==> src/rtl/regfile_pkg.sv <==
// Shared widths and requester ids for the writeback arbiter slice.
// Imported by the arbiter and the writeback top.
package regfile_pkg;

  localparam int XLEN       = 32;
  localparam int REG_ADDR_W = 5;
  localparam int NUM_REGS   = 32;

  typedef enum logic {
    REQ_ALU = 1'b0,
    REQ_LSU = 1'b1
  } req_id_e;

endpackage

==> src/rtl/rr_arbiter2.sv <==
// Two-way writeback arbiter: round-robin or fixed LSU priority.
// Owns the last-granted pointer; grants are gated off during reset.
module rr_arbiter2
  import regfile_pkg::*;
#(
  parameter int RR_EN = 1
) (
  input  logic       clk,
  input  logic       rst_n,
  input  logic [1:0] i_valid,
  output logic [1:0] o_grant
);

  req_id_e    r_last;
  logic [1:0] w_grant;

  always_comb begin
    w_grant = 2'b00;
    if (rst_n) begin
      unique case (i_valid)
        2'b01: w_grant = 2'b01;
        2'b10: w_grant = 2'b10;
        2'b11: begin
          if (RR_EN != 0)
            w_grant = (r_last == REQ_ALU) ? 2'b10 : 2'b01;
          else
            w_grant = 2'b10;
        end
        default: w_grant = 2'b00;
      endcase
    end
  end

  // Starts as if LSU won last, so ALU takes the first contended cycle.
  always_ff @(posedge clk or negedge rst_n) begin
    if (!rst_n) begin
      r_last <= REQ_LSU;
    end else if (|w_grant) begin
      r_last <= w_grant[1] ? REQ_LSU : REQ_ALU;
    end
  end

  assign o_grant = w_grant;

endmodule

==> src/rtl/regfile_wb_arbiter.sv <==
// Writeback arbiter: picks ALU or LSU result, drives the regfile
// write port one cycle later and tracks pending destination regs.
module regfile_wb_arbiter
  import regfile_pkg::*;
#(
  parameter int RR_EN = 1
) (
  input  logic                  clk,
  input  logic                  rst_n,
  input  logic                  alu_valid,
  input  logic [REG_ADDR_W-1:0] alu_rd,
  input  logic [XLEN-1:0]       alu_data,
  output logic                  alu_ready,
  input  logic                  lsu_valid,
  input  logic [REG_ADDR_W-1:0] lsu_rd,
  input  logic [XLEN-1:0]       lsu_data,
  output logic                  lsu_ready,
  input  logic                  issue_valid,
  input  logic [REG_ADDR_W-1:0] issue_rd,
  input  logic [REG_ADDR_W-1:0] rs1,
  input  logic [REG_ADDR_W-1:0] rs2,
  output logic                  rs1_busy,
  output logic                  rs2_busy,
  output logic                  wr_en,
  output logic [REG_ADDR_W-1:0] rd,
  output logic [XLEN-1:0]       result
);

  logic [1:0]            w_grant;
  logic                  w_xfer;
  logic [REG_ADDR_W-1:0] w_rd;
  logic [XLEN-1:0]       w_data;
  logic [NUM_REGS-1:0]   w_set;
  logic [NUM_REGS-1:0]   w_clr;

  logic [NUM_REGS-1:0]   r_busy;
  logic                  r_wr_en;
  logic [REG_ADDR_W-1:0] r_rd;
  logic [XLEN-1:0]       r_result;

  rr_arbiter2 #(
    .RR_EN (RR_EN)
  ) u_arb (
    .clk     (clk),
    .rst_n   (rst_n),
    .i_valid ({lsu_valid, alu_valid}),
    .o_grant (w_grant)
  );

  assign alu_ready = w_grant[0];
  assign lsu_ready = w_grant[1];
  assign w_xfer    = |w_grant;
  assign w_rd      = w_grant[1] ? lsu_rd   : alu_rd;
  assign w_data    = w_grant[1] ? lsu_data : alu_data;

  // x0 is never tracked: no set, no clear, no write.
  always_comb begin
    w_set = '0;
    w_clr = '0;
    if (issue_valid && issue_rd != '0)
      w_set[issue_rd] = 1'b1;
    if (w_xfer && w_rd != '0)
      w_clr[w_rd] = 1'b1;
  end

  always_ff @(posedge clk or negedge rst_n) begin
    if (!rst_n) begin
      r_busy <= '0;
    end else begin
      r_busy <= (r_busy & ~w_clr) | w_set;
    end
  end

  always_ff @(posedge clk or negedge rst_n) begin
    if (!rst_n) begin
      r_wr_en  <= 1'b0;
      r_rd     <= '0;
      r_result <= '0;
    end else begin
      r_wr_en <= w_xfer && (w_rd != '0);
      if (w_xfer) begin
        r_rd     <= w_rd;
        r_result <= w_data;
      end
    end
  end

  assign wr_en    = r_wr_en;
  assign rd       = r_rd;
  assign result   = r_result;
  assign rs1_busy = r_busy[rs1];
  assign rs2_busy = r_busy[rs2];

endmodule

==> config.mk <==
export PLATFORM = sky130hd
export DESIGN_NAME = regfile_wb_arbiter
export DESIGN_NICKNAME = d
export VERILOG_FILES = /design/src/rtl/regfile_pkg.sv /design/src/rtl/rr_arbiter2.sv /design/src/rtl/regfile_wb_arbiter.sv
export SDC_FILE = /design/constraint.sdc
export NUM_CORES = 1
export LEC_CHECK = 0
export CORE_UTILIZATION = 45
export DETAILED_ROUTE_END_ITERATION = 8
export PLACE_DENSITY = 0.9
export SETUP_SLACK_MARGIN = 0.15
export SLEW_MARGIN = 10
export SYNTH_ARGS = -nofsm -noshare
export SYNTH_HDL_FRONTEND = slang
export SYNTH_HIERARCHICAL = 1
export SYNTH_SLANG_ARGS = --single-unit
==> constraint.sdc <==
create_clock -name clk -period 2.2 [get_ports clk]
set_input_delay 0.33 -clock clk [delete_from_list [all_inputs] [get_ports clk]]
set_output_delay 0.33 -clock clk [all_outputs]
set_load 0.05 [all_outputs]
==> Word-level counts from Yosys, hierarchy flattened <==
Index checks and enable logic that the tools add are counted.
{ "word_totals": {"output_inout_bits": 42, "wordCells": 40, "in_bits": 94, "register_bits": 71} }
{ "op_classes": {"reduce_logical": 7, "bitwise": 3, "n_lt_le_gt_ge": 6, "muxes": 16, "n_eq_ne": 3} }
{ "op_table": {"columns": ["operator", "n"], "rows": [
  ["2-to-1 mux 32 bit", 3],
  ["AND 32 bit", 1],
  ["NOT 32 bit", 1],
  ["OR 32 bit", 1],
  ["< comparator 5 x 6 -> 1 bit (second input constant)", 4],
  ["binary-select mux 1 bit (select 5 bit)", 2],
  ["demux 1 bit (select 5 bit)", 2],
  [">= comparator 5 x 1 -> 1 bit (second input constant)", 2],
  ["nonzero test 5 bit", 2],
  ["one-hot mux 2 bit (3 select lines)", 1],
  ["2-to-1 mux 1 bit", 5],
  ["2-to-1 mux 5 bit", 1],
  ["== test 2 bit (second input constant)", 2],
  ["logical AND 1 bit", 4],
  ["2-to-1 mux 2 bit", 2],
  ["== test 2 x 1 -> 1 bit (second input constant)", 1],
  ["OR reduction 2 bit", 1]
]} }

==> Longest topological paths before layout <==
{ "depth": {"word_depth": 12, "mapped_depth": 9, "depth_no_buf": 7} }

==> Modules after synthesis <==
Netlist, hierarchy kept.
{ "by_module_without_submodules": {"columns": ["module", "n_inst", "seq_area_each_um2", "area_each_um2", "cells_per_inst"], "rows": [
  ["regfile_wb_arbiter", 1, 1751.7, 3771.1, 395],
  ["rr_arbiter2", 1, 26.3, 62.6, 8]
]} }

==> Least setup slack after synthesis <==
OpenSTA, ideal clock, no wires.
{ "synth_path": {"kind": "register -> register", "from": "register u_arb.r_last", "to": "register r_result[16] (netlist: result[16])", "stages_incl_launch_ff": 7, "period_less_slack_ns": 2.564, "path_buffers": 2, "path_slack_ns": -0.364, "setup_time_ns": 0.133, "required_ns": 2.067, "arrival_ns": 2.431, "cell_sequence": "dfstp_2 -> inv_1 -> a21oi_1 -> buf_2 -> buf_2 -> mux2i_1 -> o21ai_0"} }
{ "synth_between": {"elab_chain_cells": 4, "elab_cells_between_ends": 5, "classes_between": "4 x mux; 1 x reduce/logical"} }
{ "synth_rtl": {"columns": ["element", "line_no", "text"], "rows": [
  ["start: declaration", "rr_arbiter2.sv:14", "req_id_e r_last;"],
  ["start signal: assignment", "rr_arbiter2.sv:39", "r_last <= w_grant[1] ? REQ_LSU : REQ_ALU;"],
  ["2-to-1 mux 2 bit", "rr_arbiter2.sv:25", "w_grant = (r_last == REQ_ALU) ? 2'b10 : 2'b01;"],
  ["one-hot mux 2 bit (3 select lines)", "rr_arbiter2.sv:20", "unique case (i_valid)"],
  ["2-to-1 mux 2 bit", "rr_arbiter2.sv:19", "if (rst_n) begin"],
  ["net alu_ready", "regfile_wb_arbiter.sv:13", "output logic alu_ready,"],
  ["OR reduction 2 bit", "regfile_wb_arbiter.sv:52", "assign w_xfer = |w_grant;"],
  ["end signal: assignment", "regfile_wb_arbiter.sv:83", "r_result <= w_data;"],
  ["end: declaration", "regfile_wb_arbiter.sv:39", "logic [XLEN-1:0] r_result;"]
]} }
The timed path passes the listed nets, and every way through them passes these cells.
A chain may end at the register's enable or synchronous reset.

==> Worst setup path after layout <==
{ "layout_path": {"from": "register r_busy[15]", "to": "output rs1_busy"} }
{ "layout_between": {"elab_chain_cells": 2} }
{ "layout_rtl": {"columns": ["element", "line_no", "text"], "rows": [
  ["start: declaration", "regfile_wb_arbiter.sv:36", "logic [NUM_REGS-1:0] r_busy;"],
  ["start signal: assignment", "regfile_wb_arbiter.sv:70", "r_busy <= (r_busy & ~w_clr) | w_set;"],
  ["binary-select mux 1 bit (select 5 bit)", "regfile_wb_arbiter.sv:91", "assign rs1_busy = r_busy[rs1];"],
  ["2-to-1 mux 1 bit (implied by the code)", "regfile_wb_arbiter.sv:91", null],
  ["end: declaration", "regfile_wb_arbiter.sv:22", "output logic rs1_busy,"]
]} }
No other way between the ends. The select of a mux whose other input is x is not followed.

==> flow_metrics.tcl <==
set metrics [dict create \
    status "finished clean" \
    ys_seq_elements 71 \
    combPwrFrac_pct 40.9 \
    layout.cells.most_common_list "sky130_fd_sc_hd__clkdlybuf4s50_1 (123), sky130_fd_sc_hd__o21ai_0 (90), sky130_fd_sc_hd__dfrtp_1 (70), sky130_fd_sc_hd__mux2i_1 (65), sky130_fd_sc_hd__nand2_1 (64)" \
    drt_wl_total_um 12100 \
    worstPathBufferInverterCount 1 \
    ys_warn_count 6 \
    total_power_mw 4.67 \
    row_cnt 33 \
    effective_utilization_at_floorplan_pct 46.7 \
    tritoncts.num_buffers 9 \
    power_frac_clock_pct 18.8 \
    synth.yosys.seq_area_share_pct 46.4 \
    global_route.usage.total_pct 28.2 \
    final_period_minus_worst_setup_slack_ns 2.04 \
    via_per_inst 5.77 \
    drc_errors 0 \
    area.sequential_um2 1780 \
    rsz0062_at_grt "true" \
    dieHeight_um 94.3 \
    drv_slew 0 \
    design.die.area_um2 8890 \
    place_congestion 0.932 \
    tritoncts "done" \
    p_leak_nw 2.41 \
    reg2reg_slack_ns 0.24 \
    critPathLaunch "r_busy[15]" \
    p_sw_mw 1.82 \
    reg2reg_from "u_arb/r_last" \
    die_width_um 94.3 \
    cts.htree.levels 3 \
    critPathArrivalTime_ns 1.71 \
    worst-endpoint-required_ns 1.87 \
    power.ir.vdd_worst_mv 0.571 \
    layout_skew_ns 0.00443 \
    reg2reg_to "r_busy[6]" \
    worst_r2r_path_depth 7 \
    relative_area_change_from_synthesis_to_final_layout_pct 52.2 \
    critical_path_depth 6 \
    multiInputGateArea_um2 2000 \
    via_count_of_the_first_global_routing_pass 3998 \
    series_of_cell_instances_along_the_critical_path "mux2i_2 -> a22oi_1 -> nand3_1 -> nand2_1 -> a311o_1 -> buf_6" \
    synth.net_count 497 \
    antenna_found_initial 0 \
    hold_violations 0 \
    cp-end-kind "output port" \
    placed_cells 648 \
    criticalPathCategory "reg -> out" \
    detail_route.wl_per_cell_um 17.9 \
    critical_path.endpoint "rs1_busy" \
    crit_path_max_fanout 3 \
    synthesis.area_um2 3830 \
    postCtsHoldBufs 0 \
    grt_start_max_net_pins 66 \
    slew_headroom_pct 53.2 \
    grt_first_pass_wirelength_um 19300 \
    power.internal_mw 2.85 \
    final_layout_size_suffix_gt1_share_pct 13.1 \
    netlist_top_cells_area "sky130_fd_sc_hd__dfrtp_1 (46%), sky130_fd_sc_hd__mux2i_1 (18%), sky130_fd_sc_hd__o21ai_0 (12%), sky130_fd_sc_hd__nand2_1 (6.4%), sky130_fd_sc_hd__a22oi_1 (1.6%)" \
    antenna_violation_net_count_after_detailed_routing 0 \
    finalSetupViolations 0 \
    synthDominantAreaCellType "sky130_fd_sc_hd__dfrtp_1" \
    clk_transition_reported_paths_ns 0.07 \
    cp_slowest_stage_delay_ns 0.42 \
    share_of_total_power_consumed_by_net_switching_pct 39.0 \
    via_count 3878 \
    post_synth.cell_area_avg_um2 9.51 \
    drt-pass1-iter-count 6 \
    slowest_stage "sky130_fd_sc_hd__dfrtp_1" \
    num_antenna_cells 0 \
    final_min_period_over_clock_period_pct 92.9 \
    fillerInstances 600 \
    synth_cell_types 41 \
    final_common_cell "sky130_fd_sc_hd__clkdlybuf4s50_1" \
    timing.hold.worst.class "in -> async" \
    synth_cells 403 \
    drt_iter0_drc 385 \
    number_of_input_and_output_port_buffers_inserted 135 \
    dp.final_hpwl_um 8750 \
    clk_path_buf_depth 2 \
    timing_worst_slew_pin_value_ns 0.702 \
    core_area_um2 8220 \
    io-pin-count 136 \
    cpLargestDelayFamily "compound AO/OA/AOI/OAI gates" \
    total_congestion_overflow_after_global_routing 0 \
    cts_root_buffer "sky130_fd_sc_hd__clkbuf_8" \
    instances_no_fill 672 \
    timing.critical_path.from_type "register" \
    cts.sinks 71 \
    synth_largest_type_area_fraction_pct 45.7 \
    power.density_nw_per_um2 800 \
    nNetsFinal 657 \
    maxCapViolations 0 \
    seq_power_share_pct 40.4 \
    worstSkewPairLatency_ns 0.33 \
    max_freq_mhz 489 \
]
[power by group through the flow]
| stage | clock [mW] | combinational, mW | sequential [mW] |
|---|---|---|---|
| 2_1_floorplan | 0 | 0.582 | 2.32 |
| 3_3_place_gp | 0 | 1.76 | 1.87 |
| 3_5_place_dp | 0 | 1.83 | 1.88 |
| 4_1_cts | 0.884 | 1.87 | 1.86 |
| 5_1_grt | 0.943 | 2.03 | 1.91 |
| 6_report | 0.876 | 1.91 | 1.88 |
[metrics by stage]
stage               util, %  hold WS [ns]  area [um2]  setup TNS, ns  setup WS, ns
CTS                    70.4        0.0190        5780              0         0.107
detailed placement     66.7         0.379        5480          -1.07        -0.126
floorplan                 -        0.0344        3860              0         0.171
finish                 71.0        0.0227        5830              0         0.156
global placement       66.7         0.363        5480         -0.486        -0.105
global route           71.0        0.0330        5830              0         0.121
[logic make-up (layout without fill, tap and decap cells)]
logic type / Yosys count / after routing / synth area share (%)
mux: 70 / 70 / 18.3
buf+inv: 24 / 188 / 2.94
compound gates: 127 / 127 / 18.4
simple gates: 111 / 111 / 13.9
flops: 71 / 71 / 46.4
[area by class of cell]
type | count | share of cell area (%)
clock buffer | 14 | 2.62
clock inverter | 1 | 0.0858
inverter | 4 | 0.257
multi-input combinational | 308 | 34.3
sequential | 71 | 30.5
tap | 105 | 2.25
timing repair buffer | 169 | 30.0
[state kept, by name, summed over array words and instances (netlist names)]
| name | count |
|---|---|
| result | 32 |
| u_arb/r_last | 1 |
| wr_en | 1 |
| r_busy | 32 |
| rd | 5 |
[cell usage after synthesis, drive strengths merged]
master	count
o21ai	92
dfrtp	70
mux2i	69
nand2	65
buf	14
a21oi	11
nand3	10
a22oi	8
nor2b	8
nand2b	7
clkbuf	6
nor2	6
o31ai	5
and2	4
inv	4
a31oi	3
a211oi	2
a311o	2
nand4b	2
or2	2
a22o	1
and3	1
and3b	1
dfstp	1
mux2	1
nand3b	1
nand4	1
nor3b	1
o2bb2ai	1
o32a	1
o32ai	1
or3	1
or3b	1
[routing by layer]
metal | up-vias | part of all wire [%] | global-route usage, %
met3 | 35 | 9.4 | 7.20
met5 | - | 0 | 0
met1 | 1845 | 37 | 32.8
met2 | 232 | 51 | 48.8
met4 | 0 | 2.7 | 12.8
li1 | 1766 | - | -
[worst min-delay path by stage]
stage                 endpoint  slack [ns]
finish              r_busy[23]        0.02
floorplan            r_busy[0]        0.03
CTS                  r_busy[6]        0.02
global route         r_busy[4]        0.03
global placement     r_busy[4]        0.36
detailed placement   r_busy[7]        0.38
[timing repair]
| action | CTS | global route |
|---|---|---|
| setup endpoints to repair | 3 | 8 |
| gates cloned | 3 | 0 |
| resized for setup | 19 | 13 |
| pin swaps | 0 | 5 |
| setup buffers | 2 | 4 |
Note: power is estimated with default switching activity, not from simulation.
